===== src/rtl/lobster_cache_refill.sv =====
// lobster_cache_refill: miss handler and fill engine for the lobster_cache
// data array. Takes one core read or invalidate request at a time, probes
// the cache, fetches from backing memory on a miss, fills the cache, then
// answers the core. A bounded wait on memory means a silent memory produces
// an error response instead of a hung core.
//
// Handshake rules (all channels): a transfer happens on a rising edge where
// both valid and ready are high. A producer holds valid and its payload
// stable until that edge. Here req_ready is high only in IDLE. mem_req_valid
// with mem_addr is held until mem_req_ready. mem_resp_valid has no ready: it
// is consumed only in MEM_WAIT and dropped in every other state.
module lobster_cache_refill #(
    parameter int ADDR_WIDTH = 36,
    parameter int DATA_WIDTH = 64,
    parameter int TIMEOUT    = 255
) (
    input  logic                  clk,
    input  logic                  rst,
    input  logic                  req_valid,
    input  logic                  req_inv,
    input  logic [ADDR_WIDTH-1:0] req_addr,
    output logic                  req_ready,
    output logic                  resp_valid,
    output logic [DATA_WIDTH-1:0] resp_data,
    output logic                  resp_err,
    output logic [ADDR_WIDTH-1:0] cache_addr_out,
    input  logic [DATA_WIDTH-1:0] cache_data_out,
    input  logic                  cache_hit,
    output logic                  cache_we,
    output logic                  cache_inv,
    output logic [ADDR_WIDTH-1:0] cache_addr_in,
    output logic [DATA_WIDTH-1:0] cache_data_in,
    output logic                  mem_req_valid,
    input  logic                  mem_req_ready,
    output logic [ADDR_WIDTH-1:0] mem_addr,
    input  logic                  mem_resp_valid,
    input  logic [DATA_WIDTH-1:0] mem_resp_data,
    output logic [2:0]            dbg_state
);

    typedef enum logic [2:0] {
        S_IDLE     = 3'd0,
        S_LOOKUP   = 3'd1,
        S_MEM_REQ  = 3'd2,
        S_MEM_WAIT = 3'd3,
        S_FILL     = 3'd4,
        S_INV      = 3'd5,
        S_RESP     = 3'd6
    } state_t;

    // Last MEM_WAIT count before giving up; counter is 8 bits wide.
    localparam logic [7:0] TMO_LAST = 8'(TIMEOUT - 1);

    state_t                state_q;
    state_t                state_d;
    logic [ADDR_WIDTH-1:0] addr_q;
    logic [DATA_WIDTH-1:0] data_q;
    logic                  err_q;
    logic [7:0]            tmo_cnt;

    // State register; reset aborts any transaction in flight.
    always_ff @(posedge clk or posedge rst) begin
        if (rst) begin
            state_q <= S_IDLE;
        end else begin
            state_q <= state_d;
        end
    end

    // Next-state decode plus Moore strobes from the current state.
    always_comb begin
        state_d       = state_q;
        req_ready     = 1'b0;
        resp_valid    = 1'b0;
        resp_err      = 1'b0;
        cache_we      = 1'b0;
        cache_inv     = 1'b0;
        mem_req_valid = 1'b0;
        case (state_q)
            S_IDLE: begin
                req_ready = 1'b1;
                if (req_valid) begin
                    state_d = req_inv ? S_INV : S_LOOKUP;
                end
            end
            S_LOOKUP: begin
                state_d = cache_hit ? S_RESP : S_MEM_REQ;
            end
            S_MEM_REQ: begin
                mem_req_valid = 1'b1;
                if (mem_req_ready) begin
                    state_d = S_MEM_WAIT;
                end
            end
            S_MEM_WAIT: begin
                // A response in the final counted cycle still wins.
                if (mem_resp_valid) begin
                    state_d = S_FILL;
                end else if (tmo_cnt == TMO_LAST) begin
                    state_d = S_RESP;
                end
            end
            S_FILL: begin
                cache_we = 1'b1;
                state_d  = S_RESP;
            end
            S_INV: begin
                cache_inv = 1'b1;
                state_d   = S_RESP;
            end
            S_RESP: begin
                resp_valid = 1'b1;
                resp_err   = err_q;
                state_d    = S_IDLE;
            end
            default: begin
                state_d = S_IDLE;
            end
        endcase
    end

    // Transaction datapath: address, returned word, error flag, wait counter.
    always_ff @(posedge clk or posedge rst) begin
        if (rst) begin
            addr_q  <= '0;
            data_q  <= '0;
            err_q   <= 1'b0;
            tmo_cnt <= '0;
        end else begin
            case (state_q)
                S_IDLE: begin
                    if (req_valid) begin
                        addr_q <= req_addr;
                        data_q <= '0;
                        err_q  <= 1'b0;
                    end
                end
                S_LOOKUP: begin
                    if (cache_hit) begin
                        data_q <= cache_data_out;
                    end
                end
                S_MEM_REQ: begin
                    if (mem_req_ready) begin
                        tmo_cnt <= '0;
                    end
                end
                S_MEM_WAIT: begin
                    if (mem_resp_valid) begin
                        data_q <= mem_resp_data;
                    end else if (tmo_cnt == TMO_LAST) begin
                        // data_q stays cleared so the error response reads 0.
                        err_q <= 1'b1;
                    end else begin
                        tmo_cnt <= tmo_cnt + 8'd1;
                    end
                end
                default: begin
                end
            endcase
        end
    end

    // One address register feeds lookup, fill/invalidate and memory ports.
    assign cache_addr_out = addr_q;
    assign cache_addr_in  = addr_q;
    assign mem_addr       = addr_q;
    assign cache_data_in  = data_q;
    assign resp_data      = data_q;
    assign dbg_state      = state_q;

endmodule


===== config.mk =====
export PLATFORM = sky130hd
export DESIGN_NAME = lobster_cache_refill
export DESIGN_NICKNAME = d
export VERILOG_FILES = /design/src/rtl/lobster_cache_refill.sv
export SDC_FILE = /design/constraint.sdc
export NUM_CORES = 1
export LEC_CHECK = 0
export CAP_MARGIN = 20
export CELL_PAD_IN_SITES_DETAIL_PLACEMENT = 1
export CELL_PAD_IN_SITES_GLOBAL_PLACEMENT = 1
export CORE_AREA = 2 2 161 163
export CTS_CLUSTER_SIZE = 24
export DETAILED_ROUTE_END_ITERATION = 6
export DIE_AREA = 0 0 163 165
export DONT_BUFFER_PORTS = 1
export GPL_ROUTABILITY_DRIVEN = 0
export PLACE_DENSITY_LB_ADDON = 0.3
export SLEW_MARGIN = 40
export SYNTH_ARGS = -nofsm -noshare
export SYNTH_HDL_FRONTEND = slang
export SYNTH_SLANG_ARGS = --single-unit

===== constraint.sdc =====
create_clock -name clk -period 5.1 [get_ports clk]
set_clock_uncertainty 0.2 [all_clocks]
set_input_delay 0.51 -clock clk [delete_from_list [all_inputs] [get_ports clk]]
set_output_delay 0.51 -clock clk [all_outputs]
set_load 0.05 [all_outputs]

======== After elaboration in Yosys (flattened, before gate mapping) ========
Cells that the tools add are included.
cells by class
  add/sub/neg operators ................... 1
  equality and inequality tests ........... 15
  multiplexer cells ....................... 25
  reductions and logical operators ........ 10
operator list
  kind                 count
  $mux 64              3
  $pmux 64 s3          1
  $mux 8               3
  $mux 3               6
  $pmux 8 s2           1
  $pmux 3 s5           1
  $ne 2x2->1 const B   7
  $reduce_and 4->1     3
  $eq 3x3->1 const B   3
  $mux 1               9
  $add 8x1->8 const B  1
  $eq 8x8->1 const B   1
  $eq 3x2->1 const B   2
  $reduce_bool 2->1    2
  $eq 3x1->1 const B   1
  $logic_not 3->1      1
  $ne 3x3->1 const B   1
  $reduce_and 3->1     1
  $reduce_bool 3->1    1
  $pmux 1 s2           1
  $reduce_and 2->1     1
  $reduce_or 2->1      1
storage, ports and cells
  register bits ........................... 112
  bits of input ports ..................... 171
  output and inout port bits .............. 245
  logic and storage cells ................. 56

======== Longest topological paths before layout ========
  depth in word-level cells ............... 4
  gate-level depth with buffers ........... 7
  gate-level depth less buffers ........... 6

======== Worst setup path before layout ========
Ideal clock, no wire load.
  kind .................................... reg-to-output
  start point ............................. reg state_q[2] (netlist: dbg_state[2])
  end point ............................... out resp_err
  arrival ................................. 2791 ps
  data required time ...................... 4390 ps
  path slack .............................. 1599 ps
  stages on the path, launching flop included .. 4
  path buffers ............................ 1
  cells stage by stage .................... dfrtp_1 > clkbuf_1 > nor3b_1 > and2_1
on the way
  word-level cells in the longest chain between the ends .. 2
ends and longest elaborated chain
  item                      line  RTL
  start: declaration        54    state_t state_q;
  start signal: assignment  66    state_q <= state_d;
  $eq 3x3->1                79    case (state_q)
  $mux 1                    79
  end: declaration          25    output logic resp_err,
Every way passes these cells.

======== Final worst setup path ========
  start point ............................. reg state_q[1] (netlist: dbg_state[1])
  end point ............................... out resp_err
The elaborated chain is that of the path after synthesis.

==> out/metrics.yaml <==
status: "finished, final reports clean"
setup_viol: 0
post-synth-top-count-cell: "buf_4"
area_delta_synth_final_pct: -0.3351
grt_pass1_vias: 4053
fmax_mhz: 318.3
min_period_ns: 3.142
drtIter0Drc: 246
critical_path_class: "flop to output port"
syn_nets: 764
drc: 0
ff2ff_setup_slack_ns: 2.43
syn_area_per_cell_um2: 10.11
grt_util_all_layers: 0.1218
ys_seq_area_frac: 0.4691
cts.sinks: 112
cts_inserted_buffers: 9
grt_overflow: 0
die_h_um: 165
drive_above_1_share: 0.3528
viasPerCell: 4.780
die-area_um2: 26900
postCtsSetupRepairBufs: 0
worst_slack_ns: 1.958
crit_arrival_ns: 2.43
grt_max_degree: 129
hpwl_mm: 12.90
root_buffer: "clkbuf_16"
cts_tree: "built"
clk_latency_ns: 0.35
antenna_found_initial: 2
start_util: 0.2386
worstPathRequired_ns: 4.39
synthDominantCellAreaShare: 0.4691
hold_viol: 0
critical_path_peak_fanout: 11
worst_setup_path_end_kind: "output port"
post-place-ws_ns: 1.841
synth_commonest_cells: "145 x buf_4, 112 x dfrtp_1, 72 x a21oi_1, 69 x nor2_1, 64 x a22oi_1"
slew_headroom: 0.4488
cts_max_level: 3
synth_area_um2: 5974
synthCells: 591
port_buffers: 0
synth_edf_count: 0
fp.coreArea_um2: 25040
synth_seq_cells: 112
hold_path_class: "primary input to flop"
dieWidth_um: 163
startpoint_type: "flop"
nets: 647
route.vias.total: 3867
synthTopCellsByArea: "dfrtp_1 47%, buf_4 18%, a22oi_1 8.0%"
synthDistinctLibCells: 38
drv_slew: 0
synth_async_sr_flop_share: 1.000
cts_resized: 0
ys.flop_type: "dfrtp_1"
drtPass1Iterations: 4
pin_count: 416
drv_cap: 0
timing.final.crit_share: 0.6160
clockBufferDepth: 2
worst_pin_slew_ns: 0.8232
detail_route.wirelength_mm: 17.14
utilization: 0.2378
holdWs_ns: 0.09366
cts_hold_buf: 1
yosysWarnings: 0
finalSetupTns_ns: 0
rows: 58
ant_nets: 0
grt_pass1_wl_mm: 24.40
clk_pin_slew_ns: 0.09
rsz0062_at_grt: "no"
antenna-diode-count: 0
wl_per_cell_um: 21.19
synth_largest_area_cell: "dfrtp_1"
==> path summary, 6_finish.rpt <==
path                                                from                       endpoint  cells after the start
setup / recovery                dbg_state[1]$_DFFE_PP0P_                       resp_err                      3
hold / removal                              req_addr[22]  cache_addr_in[22]$_DFFE_PP0P_                      1
setup reg to reg                dbg_state[0]$_DFFE_PP0P_   cache_addr_in[9]$_DFFE_PP0P_                      4
hold reg to reg            cache_addr_in[15]$_DFFE_PP0P_  cache_addr_in[15]$_DFFE_PP0P_                      1
max in group asynchronous                            rst  cache_data_in[58]$_DFFE_PP0P_                      3
min in group asynchronous                            rst  cache_addr_in[32]$_DFFE_PP0P_                      2
==> per-layer routing <==
| layer | track usage | vias up | share of wire |
|---|---|---|---|
| li1 | - | 1681 | - |
| met1 | 0.1335 | 1925 | 0.37 |
| met2 | 0.2186 | 235 | 0.53 |
| met3 | 0.04269 | 22 | 0.082 |
| met4 | 0.04183 | 4 | 0.018 |
| met5 | 0 | - | 0.0017 |
==> flip-flops by register name, indices dropped and copies added, names as in the netlist <==
name,cells
cache_data_in,64
cache_addr_in,36
tmo_cnt,8
dbg_state,3
err_q,1
==> stage by stage <==
step	cell area (um^2)	cells
floorplan	5974	591
global placement	5512	789
detailed placement	5635	792
CTS	5934	809
global route	5954	809
finish	5954	809
==> logic make-up after synthesis <==
logic type                 Yosys count  synth area share
buffers and inverters              179            0.2113
DFF                                112            0.4691
adders and majority gates            2          0.004188
and+or+nand+nor                    101           0.07749
muxes                               38           0.07120
AOI/OAI and AO/OA                  159            0.1667
==> cell type report <==
cell class	count	area (um^2)
Fill cell	2865	19080
Sequential cell	112	2885
Multi-Input combinational cell	300	1949
Tap cell	330	412.9
Timing Repair Buffer	46	396.6
Clock buffer	9	225.2
Clock inverter	7	63.81
Inverter	5	21.27
==> placed cells by master, fill, tap and decap left out, types with 2 or more instances in the layout <==
cell type   netlist  final
inv_8             0      2
and2_1            5      5
nor3_1            2      2
nor3b_4           0      2
dfrtp_1         112     46
mux2i_1           2      2
clkbuf_16         0      9
clkinv_4          0      2
a31oi_1           6      6
clkinvlp_4        0      2
buf_4           145     39
nand2_1           7      7
dfrtp_2           0     66
a22oi_1          64     64
and3_1            2      2
mux2_2           36     36
ha_1              2      2
buf_6             3      2
nor2b_1           2      2
nand3_1           3      3
inv_1             5      4
a21oi_1          72     72
nor2_1           69     69
o21ai_0           7      7
buf_12            0      2
a21o_1            2      2
==> worst max-delay path, stage by stage, from the launching register on <==
cell     delay [ns]
dfrtp_2        0.67
inv_1          0.26
nor3b_4        0.59
and2_1         0.54
Power is left out: the tool's default activity adds up to more than one toggle a clock period on the data nets, which glitch-free logic cannot reach.
